===== config.mk =====
export PLATFORM = sky130hd
export DESIGN_NAME = ipv4_hdr_capture
export DESIGN_NICKNAME = d
export VERILOG_FILES = /design/src/rtl/ipv4_pkg.sv /design/src/rtl/ipv4_hdr_word_packer.sv /design/src/rtl/ipv4_hdr_capture.sv
export SDC_FILE = /design/constraint.sdc
export NUM_CORES = 1
export LEC_CHECK = 0
export ABC_AREA = 1
export BUFFER_PORTS_ARGS = -buffer_cell sky130_fd_sc_hd__buf_4
export CAP_MARGIN = 30
export CELL_PAD_IN_SITES_DETAIL_PLACEMENT = 0
export CELL_PAD_IN_SITES_GLOBAL_PLACEMENT = 1
export CORE_ASPECT_RATIO = 1.4
export CORE_MARGIN = 8
export CORE_UTILIZATION = 47
export CTS_CLUSTER_SIZE = 24
export DETAILED_ROUTE_END_ITERATION = 7
export PLACE_DENSITY_LB_ADDON = 0.1
export RECOVER_POWER = 50
export SLEW_MARGIN = 25
export SYNTH_ARGS = -nofsm -noshare
export SYNTH_HDL_FRONTEND = slang
export SYNTH_SLANG_ARGS = --single-unit

===== constraint.sdc =====
create_clock -name clk -period 3.4 [get_ports clk]
set_input_delay 0.17 -clock clk [delete_from_list [all_inputs] [get_ports clk]]
set_output_delay 0.17 -clock clk [all_outputs]
set_load 0.02 [all_outputs]

===== src/rtl/ipv4_pkg.sv =====
// Shared constants, state encoding and header-word types for the IPv4 header
// capture front end.
package ipv4_pkg;

    localparam logic [3:0] IPV4_VERSION = 4'd4;
    localparam logic [3:0] IHL_MIN      = 4'd5;
    localparam logic [3:0] IHL_MAX      = 4'd6;

    localparam logic [1:0] ERR_NONE = 2'd0;
    localparam logic [1:0] ERR_VER  = 2'd1;
    localparam logic [1:0] ERR_IHL  = 2'd2;
    localparam logic [1:0] ERR_RUNT = 2'd3;

    localparam logic [2:0] ST_IDLE = 3'd0;
    localparam logic [2:0] ST_HDR  = 3'd1;
    localparam logic [2:0] ST_HOLD = 3'd2;
    localparam logic [2:0] ST_SKIP = 3'd3;
    localparam logic [2:0] ST_DROP = 3'd4;

    localparam int IDX_W     = 5;
    localparam int NUM_WORDS = 6;

    typedef logic [NUM_WORDS-1:0][31:0] hdr_words_t;

    // Byte index of the final header byte for a given IHL (in 32-bit words).
    function automatic logic [IDX_W-1:0] last_hdr_idx(input logic [3:0] ihl);
        return IDX_W'({ihl, 2'b00} - 6'd1);
    endfunction

endpackage


===== src/rtl/ipv4_hdr_word_packer.sv =====
// Shadow header buffer: places each stream byte into word idx/4, lane 3-idx%4,
// and exposes the next-state words so the top can commit the final byte directly.
module ipv4_hdr_word_packer
    import ipv4_pkg::*;
(
    input  logic             clk,
    input  logic             rst_n,
    input  logic             wr_en_i,
    input  logic             clr_i,
    input  logic [IDX_W-1:0] idx_i,
    input  logic [7:0]       data_i,
    output hdr_words_t       words_nxt_o,
    output logic [7:0]       len_hi_o
);

    hdr_words_t words_q;
    hdr_words_t words_d;

    // Byte-lane decode; the option word is cleared when a capture starts.
    always_comb begin
        words_d = words_q;
        for (int w = 0; w < NUM_WORDS; w++) begin
            for (int b = 0; b < 4; b++) begin
                if (wr_en_i && (idx_i == IDX_W'(4 * w + b))) begin
                    words_d[w][8*(3-b) +: 8] = data_i;
                end else if (clr_i && (w == NUM_WORDS - 1)) begin
                    words_d[w][8*(3-b) +: 8] = 8'h00;
                end else begin
                    words_d[w][8*(3-b) +: 8] = words_q[w][8*(3-b) +: 8];
                end
            end
        end
    end

    // Shadow word storage.
    always_ff @(posedge clk or negedge rst_n) begin
        if (!rst_n) begin
            words_q <= '0;
        end else begin
            words_q <= words_d;
        end
    end

    assign words_nxt_o = words_d;
    assign len_hi_o    = words_q[0][15:8];

endmodule


===== src/rtl/ipv4_hdr_capture.sv =====
// Byte-stream IPv4 header capture: assembles ih1..ih6, sanity-checks version,
// IHL and length, and presents the header under a valid/ack handshake.
module ipv4_hdr_capture
    import ipv4_pkg::*;
#(
    parameter int unsigned MAX_IHL = 32'(IHL_MAX),
    parameter int unsigned MIN_IHL = 32'(IHL_MIN)
) (
    input  logic        clk,
    input  logic        reset,
    input  logic [7:0]  rx_data,
    input  logic        rx_valid,
    input  logic        rx_sop,
    input  logic        rx_eop,
    output logic        rx_ready,
    output logic [31:0] ih1,
    output logic [31:0] ih2,
    output logic [31:0] ih3,
    output logic [31:0] ih4,
    output logic [31:0] ih5,
    output logic [31:0] ih6,
    output logic [3:0]  hdr_ihl,
    output logic        hdr_valid,
    input  logic        hdr_ack,
    output logic        hdr_err,
    output logic [1:0]  err_code,
    output logic [15:0] pkt_count
);

    localparam logic [3:0] IHL_HI = 4'(MAX_IHL);
    localparam logic [3:0] IHL_LO = 4'(MIN_IHL);

    logic [2:0]       state_q, state_d;
    logic [IDX_W-1:0] idx_q, idx_d;
    logic [3:0]       ihl_q, ihl_d;
    logic             eop_last_q, eop_last_d;
    logic             rx_ready_q, rx_ready_d;
    hdr_words_t       ih_q, ih_d;
    logic [3:0]       hdr_ihl_q, hdr_ihl_d;
    logic             hdr_valid_q, hdr_valid_d;
    logic             hdr_err_q, hdr_err_d;
    logic [1:0]       err_code_q, err_code_d;
    logic [15:0]      pkt_count_q, pkt_count_d;

    logic             take_s;
    logic             start_s;
    logic             wr_en_s;
    logic [IDX_W-1:0] wr_idx_s;
    logic [1:0]       fault_s;
    logic [7:0]       len_hi_s;
    logic [15:0]      tot_len_s;
    logic [15:0]      min_len_s;
    hdr_words_t       words_nxt_s;

    assign take_s    = rx_valid && rx_ready_q;
    assign start_s   = take_s && rx_sop;
    assign wr_en_s   = start_s || (take_s && (state_q == ST_HDR));
    assign wr_idx_s  = start_s ? {IDX_W{1'b0}} : idx_q;
    assign tot_len_s = {len_hi_s, rx_data};
    assign min_len_s = {10'd0, ihl_q, 2'b00};

    ipv4_hdr_word_packer u_packer (
        .clk         (clk),
        .rst_n       (reset),
        .wr_en_i     (wr_en_s),
        .clr_i       (start_s),
        .idx_i       (wr_idx_s),
        .data_i      (rx_data),
        .words_nxt_o (words_nxt_s),
        .len_hi_o    (len_hi_s)
    );

    // Per-byte sanity check; a sop byte is always index 0 of a fresh capture.
    always_comb begin
        fault_s = ERR_NONE;
        if (start_s) begin
            if (rx_data[7:4] != IPV4_VERSION) begin
                fault_s = ERR_VER;
            end else if ((rx_data[3:0] < IHL_LO) || (rx_data[3:0] > IHL_HI)) begin
                fault_s = ERR_IHL;
            end else if (rx_eop) begin
                fault_s = ERR_RUNT;
            end else begin
                fault_s = ERR_NONE;
            end
        end else if (take_s && (state_q == ST_HDR)) begin
            if ((idx_q == IDX_W'(3)) && (tot_len_s < min_len_s)) begin
                fault_s = ERR_RUNT;
            end else if (rx_eop && (idx_q != last_hdr_idx(ihl_q))) begin
                fault_s = ERR_RUNT;
            end else begin
                fault_s = ERR_NONE;
            end
        end else begin
            fault_s = ERR_NONE;
        end
    end

    // Capture FSM and output next-state.
    always_comb begin
        state_d     = state_q;
        idx_d       = idx_q;
        ihl_d       = ihl_q;
        eop_last_d  = eop_last_q;
        ih_d        = ih_q;
        hdr_ihl_d   = hdr_ihl_q;
        hdr_err_d   = 1'b0;
        err_code_d  = err_code_q;
        pkt_count_d = pkt_count_q;
        case (state_q)
            ST_HOLD: begin
                if (hdr_ack) begin
                    state_d     = eop_last_q ? ST_IDLE : ST_SKIP;
                    pkt_count_d = pkt_count_q + 16'd1;
                end else begin
                    state_d = ST_HOLD;
                end
            end
            ST_IDLE, ST_HDR, ST_SKIP, ST_DROP: begin
                if (fault_s != ERR_NONE) begin
                    hdr_err_d  = 1'b1;
                    err_code_d = fault_s;
                    idx_d      = {IDX_W{1'b0}};
                    state_d    = rx_eop ? ST_IDLE : ST_DROP;
                end else if (start_s) begin
                    state_d = ST_HDR;
                    idx_d   = IDX_W'(1);
                    ihl_d   = rx_data[3:0];
                end else if (take_s && (state_q == ST_HDR)) begin
                    if (idx_q == last_hdr_idx(ihl_q)) begin
                        state_d    = ST_HOLD;
                        idx_d      = {IDX_W{1'b0}};
                        eop_last_d = rx_eop;
                        ih_d       = words_nxt_s;
                        hdr_ihl_d  = ihl_q;
                    end else begin
                        idx_d = idx_q + IDX_W'(1);
                    end
                end else if (take_s && rx_eop && (state_q != ST_IDLE)) begin
                    state_d = ST_IDLE;
                end else begin
                    state_d = state_q;
                end
            end
            default: begin
                state_d = ST_IDLE;
            end
        endcase
        hdr_valid_d = (state_d == ST_HOLD);
        rx_ready_d  = (state_d != ST_HOLD);
    end

    // State and output registers.
    always_ff @(posedge clk or negedge reset) begin
        if (!reset) begin
            state_q     <= ST_IDLE;
            idx_q       <= {IDX_W{1'b0}};
            ihl_q       <= 4'd0;
            eop_last_q  <= 1'b0;
            rx_ready_q  <= 1'b0;
            ih_q        <= '0;
            hdr_ihl_q   <= 4'd0;
            hdr_valid_q <= 1'b0;
            hdr_err_q   <= 1'b0;
            err_code_q  <= ERR_NONE;
            pkt_count_q <= 16'd0;
        end else begin
            state_q     <= state_d;
            idx_q       <= idx_d;
            ihl_q       <= ihl_d;
            eop_last_q  <= eop_last_d;
            rx_ready_q  <= rx_ready_d;
            ih_q        <= ih_d;
            hdr_ihl_q   <= hdr_ihl_d;
            hdr_valid_q <= hdr_valid_d;
            hdr_err_q   <= hdr_err_d;
            err_code_q  <= err_code_d;
            pkt_count_q <= pkt_count_d;
        end
    end

    assign rx_ready  = rx_ready_q;
    assign ih1       = ih_q[0];
    assign ih2       = ih_q[1];
    assign ih3       = ih_q[2];
    assign ih4       = ih_q[3];
    assign ih5       = ih_q[4];
    assign ih6       = ih_q[5];
    assign hdr_ihl   = hdr_ihl_q;
    assign hdr_valid = hdr_valid_q;
    assign hdr_err   = hdr_err_q;
    assign err_code  = err_code_q;
    assign pkt_count = pkt_count_q;

endmodule


==> results.cfg <==
[power]
power.total_mw = 13.6
irDropWorstVdd_v = 0.000572
p_leak_nw = 10.3
p_per_area_nw_per_um2 = 690

[logic_synthesis]
synth_most_common_cell = nand2_1
synth.largest_area_cell = dfrtp_1
synth_compound_area_share_pct = 10.1
synthTopCellsByCount = 545 x nand2_1, 422 x dfrtp_1, 227 x inv_1, 112 x o21ai_0, 107 x nor2_1
synthCells = 1830
synth_top_family_by_area = simple AND/OR/NAND/NOR gates
synth_mux_area_share_pct = 0
ys.flop_type = dfrtp_1
synth-seq-cells = 422
ys_types = 31
netlist_area_um2 = 16800
synth_area_leaders = dfrtp_1 63%, nand2_1 12%, inv_1 5.1%
syn_nets = 1850
synth-simple-area-share_pct = 17.8
avgSynthCellArea_um2 = 9.17
synth_top_area_share_pct = 62.9
ys_warn_count = 0
synth_edf_count = 0
yosysSeqAreaShare_pct = 62.9
synthAdderAreaFrac_pct = 0.447
synth_xor_area_share_pct = 0.939
async_reset_ff_share_pct = 100

[clock_network]
path_clk_slew_ns = 0.06
cts_resized = 0
ctsHoldBuffers = 3
insertion_delay_ns = 0.54
cts_buffers = 42
cts.sinks = 422
cts-root-buf = clkbuf_16
post_cts_buffers = 0
h-tree-depth = 2
clockBufferDepth = 3
cts_tree = yes

[timing]
finalSetupViolCount = 0
max_slew.worst_pin.slew_ns = 1.94
slew_viol_final = 68
min_period_over_period_pct = 80.9
hold_viol = 0
tns_ns = 0
fin_worst_skew_ns = 0.00955
fmax_ghz = 0.363
timing.final.ws_setup_ns = 0.648
maxSlewHeadroom_pct = -29.1
period_needed_ns = 2.75
holdWs_ns = 0.0413
rsz0062_at_grt = false

[global_route]
overflow = 0
grt_pass1_wl_um = 69200
grtUsageMet1_pct = 25.9
grt_usage_pct = 20.8
use_met2_pct = 35.7
gr-max-usage-layer = met2
grt_max_degree = 95
grt_pass1_vias = 12300
grt.met3_usage_pct = 4.23
antenna_found_initial = 0

[routing]
finalWirelength_um = 43300
num_vias = 12300
drtIter0Drc = 917
routed_via_density = 4.85
detail-route-antenna-nets = 0
route.detailed.drc = 0
wl_per_cell_um = 17.1
dr.pass1.iters = 5

[outcome]
status = complete, but fails checks
violations = max-capacitance violations, max-slew violations

[cells_and_area]
fin_cells = 2533
final_cell_area_um2 = 19700
area_delta_synth_final_pct = 17.6
final_nets = 2064
fillers = 3400
num_antenna_cells = 0
postLayoutCoreUtil_pct = 55.6
layout-drive-gt1-share_pct = 9.03

[floorplan]
die_area_um2 = 42100
start_util_pct = 47.3
num_rows = 82
core_area_um2 = 35500
fp.dieH_um = 240
die_x_um = 176
ioPinCount = 231

[worst_setup_path]
endpoint_kind = flip-flop
arrival_ns = 3.18
path_max_fanout = 35
critPathKind = reg -> reg
startpoint_type = flip-flop
critPathRequiredTime_ns = 3.83

[placement]
port-buffer-count = 230
dpl.hpwl_um = 28700
gp_congestion = 0.883
placed_cells = 2459
postPlaceCellArea_um2 = 18900
preCtsSetupSlack_ns = 0.665

[flow_run]
drv_cap = 1

[min_path]
hold_class = in -> reg
worst max-delay path: stages, from the launching register on:
cell and delay (ns):
dfrtp_1 0.39, nand2_1 0.18, inv_2 0.05, nand2_2 0.28, buf_4 0.43, nand2_1 0.09
nand2_1 0.23, inv_1 0.09, nand3_1 0.48, o21ai_0 0.24, nand2_1 0.10, nand2_1 0.06
flip-flops by register name (all words and copies together) (netlist names):
name	cells
eop_last_q	1
err_code	2
hdr_err	1
hdr_ihl	4
hdr_valid	1
idx_q	5
ih1	32
ih2	32
ih3	32
ih4	32
ih5	32
ih6	32
ihl_q	4
pkt_count	16
rx_ready	1
state_q	3
u_packer.len_hi_o	8
u_packer.words_q	184
cell usage in the layout (no fill, tap or decap), types with 2 or more instances in the layout:
cell           Yosys  final
nand2_1          545    545
dfrtp_1          422    422
inv_1            227    227
clkbuf_1          42    167
o21ai_0          112    112
nor2_1           107    107
o21ai_1           95     95
buf_4              6     88
a21oi_1           74     74
nand3_1           59     59
clkbuf_16          0     45
o21a_1            32     32
xor2_1            10     10
clkbuf_8           0     10
nor2_2             9      9
xnor2_1            8      8
inv_2              8      7
nand4_1            6      6
ha_1               6      6
buf_12             0      6
nand2_2            4      4
clkinv_2           0      4
o21bai_1           3      3
nor3_1             3      3
nor3_2             3      3
nand3b_1           3      3
dlygate4sd3_1      0      3
nor3_4             2      2
bufinv_16          0      2
kinds of logic after synthesis:
family	Yosys count
simple gates	743
flops	422
buf+inv	322
compound gates	319
xor+xnor	18
fa+ha+maj	6
power by group:
part | internal (mW) | switching, mW
registers | 5.91 | 0.373
logic | 0.875 | 1.81
clock network | 2.77 | 1.87
path summary, 6_finish.rpt:
| path | endpoint | slack, ns | depth (start not counted) | startpoint |
|---|---|---|---|---|
| worst max-delay path | ih1[25]$_DFFE_PN0P_ | 0.65 | 11 | rx_ready$_DFF_PN0_ |
| worst min-delay path | u_packer.words_q[63]$_DFF_PN0_ | 0.04 | 3 | rx_data[7] |
| worst max register to register | ih1[25]$_DFFE_PN0P_ | 0.65 | 11 | rx_ready$_DFF_PN0_ |
| worst min register to register | pkt_count[15]$_DFFE_PN0P_ | 0.47 | 1 | pkt_count[15]$_DFFE_PN0P_ |
| max in group asynchronous | u_packer.words_q[52]$_DFF_PN0_ | 1.35 | 3 | reset |
| min in group asynchronous | pkt_count[6]$_DFFE_PN0P_ | 0.69 | 2 | reset |
metal layers:
| metal | wire length, µm | vias to the layer above | share of wire, % |
|---|---|---|---|
| met1 | 18200 | 5858 | 42 |
| met3 | 2170 | 72 | 5.0 |
| met4 | 1240 | 0 | 2.9 |
| li1 | - | 6088 | - |
| met2 | 21700 | 269 | 50 |
| met5 | 0 | - | 0 |
cell type report:
type,count,area (µm²),area share (%)
clock buffer,63,1290,6.55
clock inverter,8,96.3,0.488
inverter,235,890,4.51
multi-input combinational,1086,4910,24.9
sequential,422,10600,53.5
tap,462,578,2.93
timing repair buffer,257,1410,7.16
Power figures use the tool's default switching activity.
